==> src/rtl/cpu_pkg.sv <==
// cpu_pkg: shared field offsets, control-bit indices and MEM-stage state type.
// Offsets are the LSB of each field inside the EX/MEM (173-bit) and MEM/WB
// (103-bit) bundles; widths are implied by the field (2/5/32/1/5 bits).
package cpu_pkg;
    localparam int EX_MEM_W = 173;
    localparam int MEM_WB_W = 103;
    localparam int EXM_WB   = 171;
    localparam int EXM_MC   = 166;
    localparam int EXM_PC4  = 134;
    localparam int EXM_RD1  = 102;
    localparam int EXM_TGT  = 70;
    localparam int EXM_BRC  = 69;
    localparam int EXM_ALU  = 37;
    localparam int EXM_RD2  = 5;
    localparam int EXM_RD   = 0;
    localparam int MWB_WB   = 101;
    localparam int MWB_PC4  = 69;
    localparam int MWB_MD   = 37;
    localparam int MWB_ALU  = 5;
    localparam int MWB_RD   = 0;
    localparam int MC_MEMREAD  = 0;
    localparam int MC_MEMWRITE = 1;
    localparam int MC_BRANCH   = 2;
    localparam int MC_JUMPREG  = 3;
    localparam int MC_BYTE     = 4;
    typedef enum logic [1:0] {IDLE, ACCESS, DONE} mem_state_t;
endpackage

==> src/rtl/mem_access_stage_if.sv <==
// mem_access_stage_if: req/ack data-memory bus.
// master (stage) drives req/we/addr/wdata/be; slave (memory) drives ack/rdata.
// ack is a one-cycle completion pulse; rdata is valid while ack is high.
interface mem_access_stage_if;
    logic        req;
    logic        we;
    logic [31:0] addr;
    logic [31:0] wdata;
    logic [3:0]  be;
    logic        ack;
    logic [31:0] rdata;
    modport master(output req, we, addr, wdata, be, input ack, rdata);
    modport slave(input req, we, addr, wdata, be, output ack, rdata);
endinterface

==> src/rtl/mem_wb_reg.sv <==
// mem_wb_reg: MEM/WB pipeline register with bubble insertion.
// Ports: CLK, RSTN (sync active-low), bubble (load all zeros), d -> q.
module mem_wb_reg
    import cpu_pkg::*;
(
    input  logic                CLK,
    input  logic                RSTN,
    input  logic                bubble,
    input  logic [MEM_WB_W-1:0] d,
    output logic [MEM_WB_W-1:0] q
);
    always_ff @(posedge CLK)
        q <= (!RSTN || bubble) ? '0 : d;
endmodule

==> src/rtl/mem_access_stage.sv <==
// mem_access_stage: pipeline MEM stage - redirect resolution, data-memory
// req/ack access with upstream stall, and the MEM/WB register.
// Ports: CLK, RSTN (sync active-low), EX_MEM_out (173-bit EX/MEM bundle),
// dmem (memory bus, master side, registered outputs), Mem_stall / PCSrc /
// PC_target (combinational), MEM_WB_out (103-bit MEM/WB bundle).
module mem_access_stage
    import cpu_pkg::*;
#(
    parameter int ADDR_LSB = 2
) (
    input  logic                CLK,
    input  logic                RSTN,
    input  logic [EX_MEM_W-1:0] EX_MEM_out,
    mem_access_stage_if.master  dmem,
    output logic                Mem_stall,
    output logic                PCSrc,
    output logic [31:0]         PC_target,
    output logic [MEM_WB_W-1:0] MEM_WB_out
);
    mem_state_t state, state_n;
    logic [1:0]          wb;
    logic [4:0]          mc, rd;
    logic [31:0]         pc4, rd1, tgt, alu, rd2, hold, rdata_sel;
    logic                brc, mem_op, is_load, byte_acc;
    logic [ADDR_LSB-1:0] lane;
    logic [7:0]          lane_byte;

    assign wb       = EX_MEM_out[EXM_WB +: 2];
    assign mc       = EX_MEM_out[EXM_MC +: 5];
    assign pc4      = EX_MEM_out[EXM_PC4 +: 32];
    assign rd1      = EX_MEM_out[EXM_RD1 +: 32];
    assign tgt      = EX_MEM_out[EXM_TGT +: 32];
    assign brc      = EX_MEM_out[EXM_BRC];
    assign alu      = EX_MEM_out[EXM_ALU +: 32];
    assign rd2      = EX_MEM_out[EXM_RD2 +: 32];
    assign rd       = EX_MEM_out[EXM_RD +: 5];
    assign mem_op   = mc[MC_MEMREAD] | mc[MC_MEMWRITE];
    // both bits set means store, so only a pure read returns data
    assign is_load  = mc[MC_MEMREAD] & ~mc[MC_MEMWRITE];
    assign byte_acc = mc[MC_BYTE];
    assign lane     = alu[ADDR_LSB-1:0];

    assign PCSrc     = (mc[MC_BRANCH] & brc) | mc[MC_JUMPREG];
    assign PC_target = mc[MC_JUMPREG] ? rd1 : tgt;

    // EX/MEM is frozen during the access, so ALUresult still selects the lane
    assign lane_byte = 8'(dmem.rdata >> {lane, 3'b000});
    assign rdata_sel = byte_acc ? {24'd0, lane_byte} : dmem.rdata;

    always_ff @(posedge CLK)
        state <= !RSTN ? IDLE : state_n;

    always_comb begin
        state_n = (state == IDLE && mem_op)     ? ACCESS :
                  (state == ACCESS && dmem.ack) ? DONE   :
                  (state == DONE)               ? IDLE   : state;
    end

    always_comb begin
        Mem_stall = (state == IDLE && mem_op) || state == ACCESS;
    end

    always_ff @(posedge CLK) begin
        if (!RSTN) begin
            dmem.req   <= 1'b0;
            dmem.we    <= 1'b0;
            dmem.addr  <= '0;
            dmem.wdata <= '0;
            dmem.be    <= '0;
            hold       <= '0;
        end else if (state == IDLE && mem_op) begin
            dmem.req   <= 1'b1;
            dmem.we    <= mc[MC_MEMWRITE];
            dmem.addr  <= {alu[31:ADDR_LSB], {ADDR_LSB{1'b0}}};
            dmem.wdata <= byte_acc ? {4{rd2[7:0]}} : rd2;
            dmem.be    <= byte_acc ? 4'b0001 << lane : 4'hF;
        end else if (state == ACCESS && dmem.ack) begin
            dmem.req   <= 1'b0;
            hold       <= rdata_sel;
        end
    end

    mem_wb_reg u_mem_wb (
        .CLK   (CLK),
        .RSTN  (RSTN),
        .bubble(Mem_stall),
        .d     ({wb, pc4, is_load ? hold : 32'd0, alu, rd}),
        .q     (MEM_WB_out)
    );
endmodule

==> src/flat_wrapper.sv <==
// flat-port wrapper written by rule: the top's interface ports become plain ports
module mem_access_stage_flat import cpu_pkg::*;
#(
    parameter int ADDR_LSB = 2
)
  (CLK, RSTN, EX_MEM_out, Mem_stall, PCSrc, PC_target, MEM_WB_out, dmem_req, dmem_we, dmem_addr, dmem_wdata, dmem_be, dmem_ack, dmem_rdata);
  mem_access_stage_if dmem_i ();
  input  logic CLK;
  input  logic RSTN;
  input  logic [EX_MEM_W-1:0] EX_MEM_out;
  output logic Mem_stall;
  output logic PCSrc;
  output logic [31:0] PC_target;
  output logic [MEM_WB_W-1:0] MEM_WB_out;
  output wire logic [$bits(dmem_i.req)-1:0] dmem_req;
  output wire logic [$bits(dmem_i.we)-1:0] dmem_we;
  output wire logic [$bits(dmem_i.addr)-1:0] dmem_addr;
  output wire logic [$bits(dmem_i.wdata)-1:0] dmem_wdata;
  output wire logic [$bits(dmem_i.be)-1:0] dmem_be;
  input wire logic [$bits(dmem_i.ack)-1:0] dmem_ack;
  input wire logic [$bits(dmem_i.rdata)-1:0] dmem_rdata;
  assign dmem_req = dmem_i.req;
  assign dmem_we = dmem_i.we;
  assign dmem_addr = dmem_i.addr;
  assign dmem_wdata = dmem_i.wdata;
  assign dmem_be = dmem_i.be;
  assign dmem_i.ack = dmem_ack;
  assign dmem_i.rdata = dmem_rdata;
  mem_access_stage #(.ADDR_LSB(ADDR_LSB)) u_core (.CLK(CLK), .RSTN(RSTN), .EX_MEM_out(EX_MEM_out), .dmem(dmem_i), .Mem_stall(Mem_stall), .PCSrc(PCSrc), .PC_target(PC_target), .MEM_WB_out(MEM_WB_out));
endmodule
==> config.mk <==
export PLATFORM = sky130hd
export DESIGN_NAME = mem_access_stage_flat
export DESIGN_NICKNAME = d
export VERILOG_FILES = /design/src/rtl/cpu_pkg.sv /design/src/rtl/mem_access_stage_if.sv /design/src/rtl/mem_wb_reg.sv /design/src/rtl/mem_access_stage.sv /design/src/flat_wrapper.sv
export SDC_FILE = /design/constraint.sdc
export NUM_CORES = 1
export LEC_CHECK = 0
export CAP_MARGIN = 40
export CORE_AREA = 2 2 161 163
export CTS_BUF_LIST = sky130_fd_sc_hd__clkbuf_4 sky130_fd_sc_hd__clkbuf_8 sky130_fd_sc_hd__clkbuf_16
export DETAILED_ROUTE_END_ITERATION = 8
export DIE_AREA = 0 0 163 165
export GPL_ROUTABILITY_DRIVEN = 0
export HOLD_SLACK_MARGIN = 0.15
export PLACE_DENSITY_LB_ADDON = 0.15
export SYNTH_ARGS = -nofsm -noshare
export SYNTH_HDL_FRONTEND = slang
export SYNTH_SLANG_ARGS = --single-unit
==> constraint.sdc <==
create_clock -name CLK -period 1.7 [get_ports CLK]
set_input_delay 0.17 -clock CLK [delete_from_list [all_inputs] [get_ports CLK]]
set_output_delay 0.17 -clock CLK [all_outputs]
set_load 0.03 [all_outputs]
* After elaboration in Yosys (flattened, before gate mapping) *
Cells that the tools add are included.

operators by class
  equal/unequal tests = 2
  shift-type cells = 2
  multiplexer cells = 9
  bitwise logic cells = 8
  reductions and logical operators = 12

operators by type and width
  operator                                                                number
  32-bit 2-to-1 mux                                                       3
  32-bit by 5-bit right shift with 8-bit output                           1
  2-bit 2-to-1 mux                                                        2
  4-bit 2-to-1 mux                                                        1
  1-bit inverter                                                          4
  2-bit nonzero test                                                      2
  2-bit OR reduction                                                      2
  1-bit by 2-bit << shifter with 4-bit output (first input constant)      1
  1-bit 2-to-1 mux                                                        3
  3-bit nonzero test                                                      1
  1-bit AND                                                               2
  2-bit by 1-bit equality test with 1-bit output (second input constant)  1
  2-bit equality test (second input constant)                             1
  1-bit logical AND                                                       2
  2-bit logical NOT                                                       1
  1-bit logical OR                                                        2
  1-bit OR                                                                2
  2-bit AND reduction                                                     1
  1-bit logical NOT                                                       1

word-level totals
  bits in registers = 205
  input port bits = 208
  logic and storage cells = 43

* Depth between registers and ports, before layout *
  depth after elaboration = 5
  gate-level depth with buffers = 6
  depth with buffers taken out = 3

* By module *
A second synthesis with hierarchy kept.

second synthesis, totals
  cells, all modules = 794
  area total of the unflattened synthesis = 8187.9 sq um

by module, submodules not included
  module            times used  cells an instance  area an instance (sq um)  seq. area each (sq um)
  mem_access_stage  1           566                5017.3                    2042.0
  mem_wb_reg        1           228                3170.5                    2062.0

* Worst setup path after synthesis *
Ideal clock, no wire load.

  path type = reg2reg
  from = register u_core.state[1]
  to = register u_core.dmem.wdata[18]
  library setup time = 146 ps
  arrival time = 1075 ps
  required time = 1554 ps
  setup slack = 479 ps
  cell stages (with the launch flop) = 6
  buffers on the path = 2
  clock period less this slack = 1221 ps
  cells stage by stage = dfxtp_1 > or2_1 > buf_4 > nor2_8 > buf_6 > a211oi_2

between the ends
  word-level cells in the longest chain between the ends = 2

RTL lines
  item                    line                       text
  start, declared         mem_access_stage.sv:20     mem_state_t state, state_n;
  start signal, assigned  mem_access_stage.sv:51     state <= !RSTN ? IDLE : state_n;
  2-bit logical NOT       mem_access_stage.sv:71     end else if (state == IDLE && mem_op) begin
  1-bit logical AND       mem_access_stage.sv:71
  end signal, assigned    mem_access_stage.sv:75     dmem.wdata <= byte_acc ? {4{rd2[7:0]}} : rd2;
  end, declared           mem_access_stage_if.sv:12  modport master(output req, we, addr, wdata, be, input ack, rdata);

No other way between the ends.
A chain may end at the register's enable or synchronous reset.

* Worst setup path in the final report *
  from = register u_core.u_mem_wb.q[46]
  to = output MEM_WB_out[46]

RTL lines
  item                    line                text
  start, declared         mem_wb_reg.sv:10    output logic [MEM_WB_W-1:0] q
  start signal, assigned  mem_wb_reg.sv:13    q <= (!RSTN || bubble) ? '0 : d;
  end, declared           flat_wrapper.sv:14  output logic [MEM_WB_W-1:0] MEM_WB_out;

No word-level cell between the ends.

==> results.tsv <==
stage	metric	value	unit
timing	final setup vio count	0	
detailed_routing	WL per Instance	18.5	um
critical_path	CP max FO	1	
finish	most frequent cells in the layout	clkdlybuf4s50_1, dfxtp_1, a21oi_1	
floorplan	core region area	25000	um2
critical_path	Setup CP Type	reg -> out	
finish	layout cells sized above 1	14.4	%
critical_path	worst-path cell chain	clkdlybuf4s50_1	
timing	skew final	8.23	ps
timing	Max Fclk	601	MHz
critical_path	Buf+Inv Stages, Crit Path	1	
grt	met1 Usage GRT	20.5	%
cts	H-tree depth	1	
finish	Area Overhead vs Synth	69.8	%
job	max-cap violations	0	
grt	pin count of the biggest net entering global routing	55	
grt	GR Util met3	5.10	%
critical_path	R2R cell count	4	
floorplan	Die Span X	163	um
floorplan	Die H	165	um
critical_path	Setup crit start kind	flop	
floorplan	initial core utilization	30.4	%
critical_path	critical path required time	1530	ps
detailed_routing	Via density	4.63	
synthesis	Post-synth EDFFs	0	
synthesis	sequential area share after synthesis	53.9	%
grt	Global Route Usage Sum	19.6	%
grt	vias in the first global route	6877	
placed_design	pre-CTS worst setup slack	-316	ps
cts	# clock sinks	205	
critical_path	Reg-to-Reg Start	u_core.state[0]	
timing	Setup WS post-layout	35.2	ps
detailed_routing	Post-Route WL	27800	um
min_path	worst hold start	EX_MEM_out[1]	
cts	worst-skew pair later-pin latency	500	ps
synthesis	Synth Warn #	0	
cts	Reg clk slew, reported paths	60	ps
floorplan	IO Count	415	
cts	postcts setup bufs	0	
timing	Max Slew Vio Count	0	
placed_design	I/O Buffers	412	
cts	buffer depth of the longest clock path	3	
min_path	WHS Endpoint	u_core.u_mem_wb.q[1]	
critical_path	Worst path max stage delay	690	ps
cts	Num CTS Buffers	23	
timing	Hold Violations, Final	0	
placed_design	dpl cells	1459	
detailed_routing	Remaining DRCs	0	
critical_path	FF-to-FF setup slack	200	ps
synthesis	Main synth FF type	dfxtp_1	
cts	Clock Tree Root	clkbuf_16	
pwr	Design Power	12.7	mW
placed_design	Post-DP HPWL	20600	um
finish	Design Area, Final	12900	um2
placed_design	Placed Area	12100	um2
synthesis	mapped cell area	7610	um2
finish	nets@finish	1364	
run_status	status	completed	
pwr	Max IR drop VDD	0.603	mV
pwr	Static Leak	5.79	nW
floorplan	row cnt	58	
grt	number of antenna violations at the first check in global routing	1	
timing	RSZ-0062 raised after global routing	no	
finish	Non-Filler Instances	1501	
finish	commonest non-fill, non-tap cell in the layout	clkdlybuf4s50_1	
timing	Final min period	1660	ps
synthesis	Avg Synthesized Cell Area	10.1	um2
critical_path	Critical R2R Capture	u_core.dmem.addr[23]	
floorplan	die area	26900	um2
min_path	Hold Path Class	in -> reg	
timing	crit share post-route	97.9	%
grt	grt peak-use layer	met2	
critical_path	CP Capture Type	primary output	
critical_path	critical path's slowest cell	clkdlybuf4s50_1	
synthesis	#FFs+latches synth	205	
synthesis	Synth async-reset ratio	0	%
critical_path	cell family with most CP delay	buffers and inverters	
cts	CTS tree	built	
grt	grt total ovfl	0	
min_path	WHS Path Cells	2	
grt	first-pass GRT wire length	40200	um
detailed_routing	Final ANT Viol Nets	0	
detailed_routing	vias after detailed routing	6953	
synthesis	Netlist cell types	37	
synthesis	cells after synthesis	753	
detailed_routing	DR pass1 iterations	4	
detailed_routing	Initial DRC Count	402	
critical_path	Crit path arrival time	1490	ps
grt	met2 Track Usage GR	38.2	%
pwr	pwr/cell area	981	nW/um2
synth_stat cells, drive strengths merged (2+ instances only):
cell type	number	area share, %
o211a	2	0.26
nor2	4	0.54
a211o	8	0.92
clkbuf	26	1.5
nor3	4	0.33
mux2i	32	4.2
mux2	32	4.7
o21ai	48	3.2
or2	2	0.16
and2	102	8.4
a211oi	25	3.8
buf	44	3.9
dfxtp	205	54
nand3	62	4.1
inv	3	0.15
a21oi	117	7.7
nand2	29	1.4
worst max path at each step:
stage / start / slack (ps) / cells past startpoint / to
2_1_floorplan: u_core.state[1] / 480 / 5 / u_core.dmem.wdata[18]
3_3_place_gp: EX_MEM_out[169] / -310 / 4 / PC_target[4]
3_5_place_dp: EX_MEM_out[169] / -320 / 4 / PC_target[4]
4_1_cts: u_core.dmem.addr[27] / 1 / 1 / dmem_addr[27]
5_1_grt: u_core.u_mem_wb.q[46] / 0.6 / 1 / MEM_WB_out[46]
6_report: u_core.u_mem_wb.q[46] / 40 / 1 / MEM_WB_out[46]
logic make-up (layout without fill, tap and decap cells):
kind of cell           count (synthesis)  in the layout  share of synthesized area (%)
AO/OA/AOI/OAI                        204            204                           16.3
buffers and inverters                 73            489                           5.48
AND/OR/NAND/NOR                      206            206                           15.3
other                                  1              3                         0.0493
multiplexers                          64             64                           8.95
flip-flops                           205            205                           53.9
layout make-up:
cell class | instances | area (um2)
antenna | 1 | 2.50
clock buffer | 33 | 676
clock inverter | 6 | 57.6
fill | 2322 | 12100
inverter | 3 | 12.5
multi-input combinational | 476 | 3100
sequential | 205 | 4100
tap | 330 | 413
timing repair buffer | 447 | 4550
power breakdown:
group / leakage (nW) / internal [mW] / switching (mW) / total, mW
registers: 1.67 / 5.07 / 0.107 / 5.18
logic: 3.74 / 1.21 / 1.46 / 2.67
clock network: 0.370 / 2.90 / 1.93 / 4.83
metal layers:
layer  vias up  part of all wire [%]
met4         0                   2.3
met1      3209                    36
met3        34                   8.2
met2       310                    54
met5         -                     0
li1       3400                     -
metrics by stage:
| step | hold WS [ps] | TNS, ps | util [%] |
|---|---|---|---|
| final | 236 | 0 | 51.6 |
| after global routing | 216 | 0 | 51.6 |
| after CTS | 215 | 0 | 51.2 |
| after detailed placement | 439 | -6770 | 48.3 |
| after global placement | 433 | -6750 | 48.3 |
| after floorplan | 292 | 0 | - |
state kept, by name, summed over array words and instances, names as in the netlist:
register / flops
u_core.dmem.wdata: 32
u_core.dmem.we: 1
u_core.dmem.req: 1
u_core.dmem.be: 4
u_core.u_mem_wb.q: 103
u_core.dmem.addr: 30
u_core.hold: 32
u_core.state: 2
repair_timing:
| item | CTS | global route |
|---|---|---|
| hold endpoints to repair | 3 | 0 |
| cloned | 1 | 0 |
| hold buffers | 1 | 0 |
| resized for setup | 120 | 38 |
| endpoints found under the setup margin | 83 | 38 |
No activity file was read; power rests on OpenSTA's default activity.
==> RTL edit, RTL diff (same flow settings) <==
`ADDR_LSB` is set to 2 in 2 places; all go to 4.
--- a/src/rtl/mem_access_stage.sv
+++ b/src/rtl/mem_access_stage.sv
@@ -7,5 +7,5 @@
     import cpu_pkg::*;
 #(
-    parameter int ADDR_LSB = 2
+    parameter int ADDR_LSB = 4
 ) (
     input  logic                CLK,
--- a/src/flat_wrapper.sv
+++ b/src/flat_wrapper.sv
@@ -2,5 +2,5 @@
 module mem_access_stage_flat import cpu_pkg::*;
 #(
-    parameter int ADDR_LSB = 2
+    parameter int ADDR_LSB = 4
 )
   (CLK, RSTN, EX_MEM_out, Mem_stall, PCSrc, PC_target, MEM_WB_out, dmem_req, dmem_we, dmem_addr, dmem_wdata, dmem_be, dmem_ack, dmem_rdata);
Function: changed (Yosys sat finds a counterexample within 4 cycles, from zero or initial values and one cycle with RSTN low).
==> RTL edit against the original RTL <==
Wire length decreased by 11%; sequential cell count decreased by 2; utilization decreased by 0.90 points; area after synthesis decreased by 5.4%; total power decreased by 1.7%; design area decreased by 1.8%; worst setup slack about the same; global-route usage decreased by 2.3 points; critical path type unchanged; highest routed layer unchanged.
==> RTL edit: results (changes against the original RTL) <==
[status]
status=completed

[synth]
yosys-top-cells-count=dfxtp_1 (203), nand2_1 (109), and2_1 (103), mux2_2 (32), a21boi_0 (27)
yosys-top-cells-area=dfxtp_1 (56%), and2_1 (9.0%), nand2_1 (5.7%)
yosys_warnings=0  ; unchanged
synth_cell_types=34  ; -8.1%
synth-main-ff-cell=dfxtp_1
ys_seq_area_frac=0.565  ; +0.0253
ys_async_sr_fraction=0  ; unchanged

[drt]
drt_iter0_drc=357  ; -11%
wl_per_cell_um=17.1  ; -7.8%
drt_first_pass_iters=4  ; unchanged
vias_per_cell=4.38  ; -5.5%

[global_routing]
antenna_found_initial=0  ; -1
grt.total_usage=0.173  ; -0.0232
grt_pass1_wl_mm=36.0  ; -11%
first_global_vias=6266  ; -8.9%
grt_max_degree=49  ; -11%

[finish]
fillCellCount=2308  ; -0.60%
nNetsFinal=1306  ; -4.3%
largestRegisters=u_core.u_mem_wb.q (103), u_core.dmem.wdata (32), u_core.hold (32)
n_antenna_cell=0  ; -1
drive_gt1_frac=0.132  ; -0.0116

[timing]
maxSlewHeadroom=0.665
clock_skew_ns=0.0230  ; +0.0147 ns

[cts]
cts_inserted_buffers=22  ; -4.3%
h-tree-depth=1  ; unchanged
cts-root-buf=clkbuf_16
clkSlewWorstSetupHoldPaths_ns=0.06  ; about the same
cts_setup_buffers=0  ; unchanged
clock_latency_ns=0.50  ; about the same
clock_path_buffers=3  ; unchanged

[setup_path]
cp_top_family=buffers and inverters
cpPeakStageDelay_ns=0.67  ; -0.02 ns
cp_slowest_cell=clkdlybuf4s50_1
path_max_fanout=2  ; +1

[hold_path]
min-delay-path-class=in -> reg

[power]
ir_worst_vdd_mv=0.558  ; -7.5%
p_leak_nw=6.08  ; +5.1%
p_switching_mw=3.23  ; -7.9%

[placement]
dp_slack_ns=-0.302  ; +0.0140 ns
hpwl_mm=18.5  ; -10%
placed_area_um2=11800  ; -2.4%
port_buffers=410  ; -0.49%

[RTL edit: changes by cell type after synthesis, sizes merged, moves of 9 or more]
cell / change
a211oi: -25
a21boi: +38
a21oi: -109
a22o: +24
a31oi: +10
buf: -16
nand2: +80
nand3: -61
o211a: +23
o21ai: -38
or3: +9
[RTL edit: timing repair]
action,in CTS,in global routing
cloned,1,0
pin swaps,1,0
gates resized for setup,130,44
hold buffers,1,0
setup endpoints to repair,84,42
hold endpoints to repair,9,0
[RTL edit: final cells by class]
| cell class | count | area, um^2 | share of cell area |
|---|---|---|---|
| tap | 330 | 413 | 0.0325 |
| multi-input combinational | 429 | 2880 | 0.227 |
| clock inverter | 8 | 93.8 | 0.00740 |
| clock buffer | 32 | 681 | 0.0536 |
| timing repair buffer | 442 | 4550 | 0.359 |
| sequential | 203 | 4070 | 0.321 |
[RTL edit: through the flow]
step / std cells / TNS, ns
floorplan: 685 / 0
global placement: 1402 / -7.60
detailed placement: 1402 / -7.66
CTS: 1444 / 0
global route: 1444 / 0
finish: 1444 / 0
[RTL edit: path summary, 6_finish.rpt]
path / start / slack [ns] / endpoint / cells past startpoint
worst max-delay path: u_core.dmem.addr[6]$_SDFFE_PN0P_ / 0.04 / dmem_addr[6] / 1
worst min-delay path: EX_MEM_out[170] / 0.21 / u_core.dmem.be[3]$_SDFFE_PN0P_ / 3
worst max register to register: u_core.state[1]$_SDFFE_PP0P_ / 0.37 / u_core.dmem.addr[29]$_SDFFE_PN0P_ / 4
worst min register to register: u_core.dmem.addr[10]$_SDFFE_PN0P_ / 0.45 / u_core.dmem.addr[10]$_SDFFE_PN0P_ / 2
[RTL edit: logic make-up after synthesis]
| family | share of synthesized area |
|---|---|
| compound gates | 0.138 |
| buf+inv | 0.0386 |
| flops | 0.565 |
| mux | 0.0835 |
| other cells | 0.000521 |
| simple gates | 0.175 |
[RTL edit: routing by layer]
metal / wire length [um] / up-vias / part of all wire / GRT usage
li1: - / 3135 / - / -
met1: 9410 / 2880 / 0.38 / 0.194
met2: 12700 / 274 / 0.52 / 0.321
met3: 2070 / 30 / 0.084 / 0.0495
met4: 444 / 0 / 0.018 / 0.0434
met5: 0 / - / 0 / 0
[RTL edit: power groups by stage]
stage | sequential [mW] | combinational (mW) | clock (mW)
after floorplan | 5.62 | 0.749 | 0
after global placement | 5.20 | 2.48 | 0
after detailed placement | 5.21 | 2.49 | 0
after CTS | 5.10 | 2.42 | 5.14
after global routing | 5.13 | 2.54 | 5.36
final | 5.10 | 2.38 | 4.98
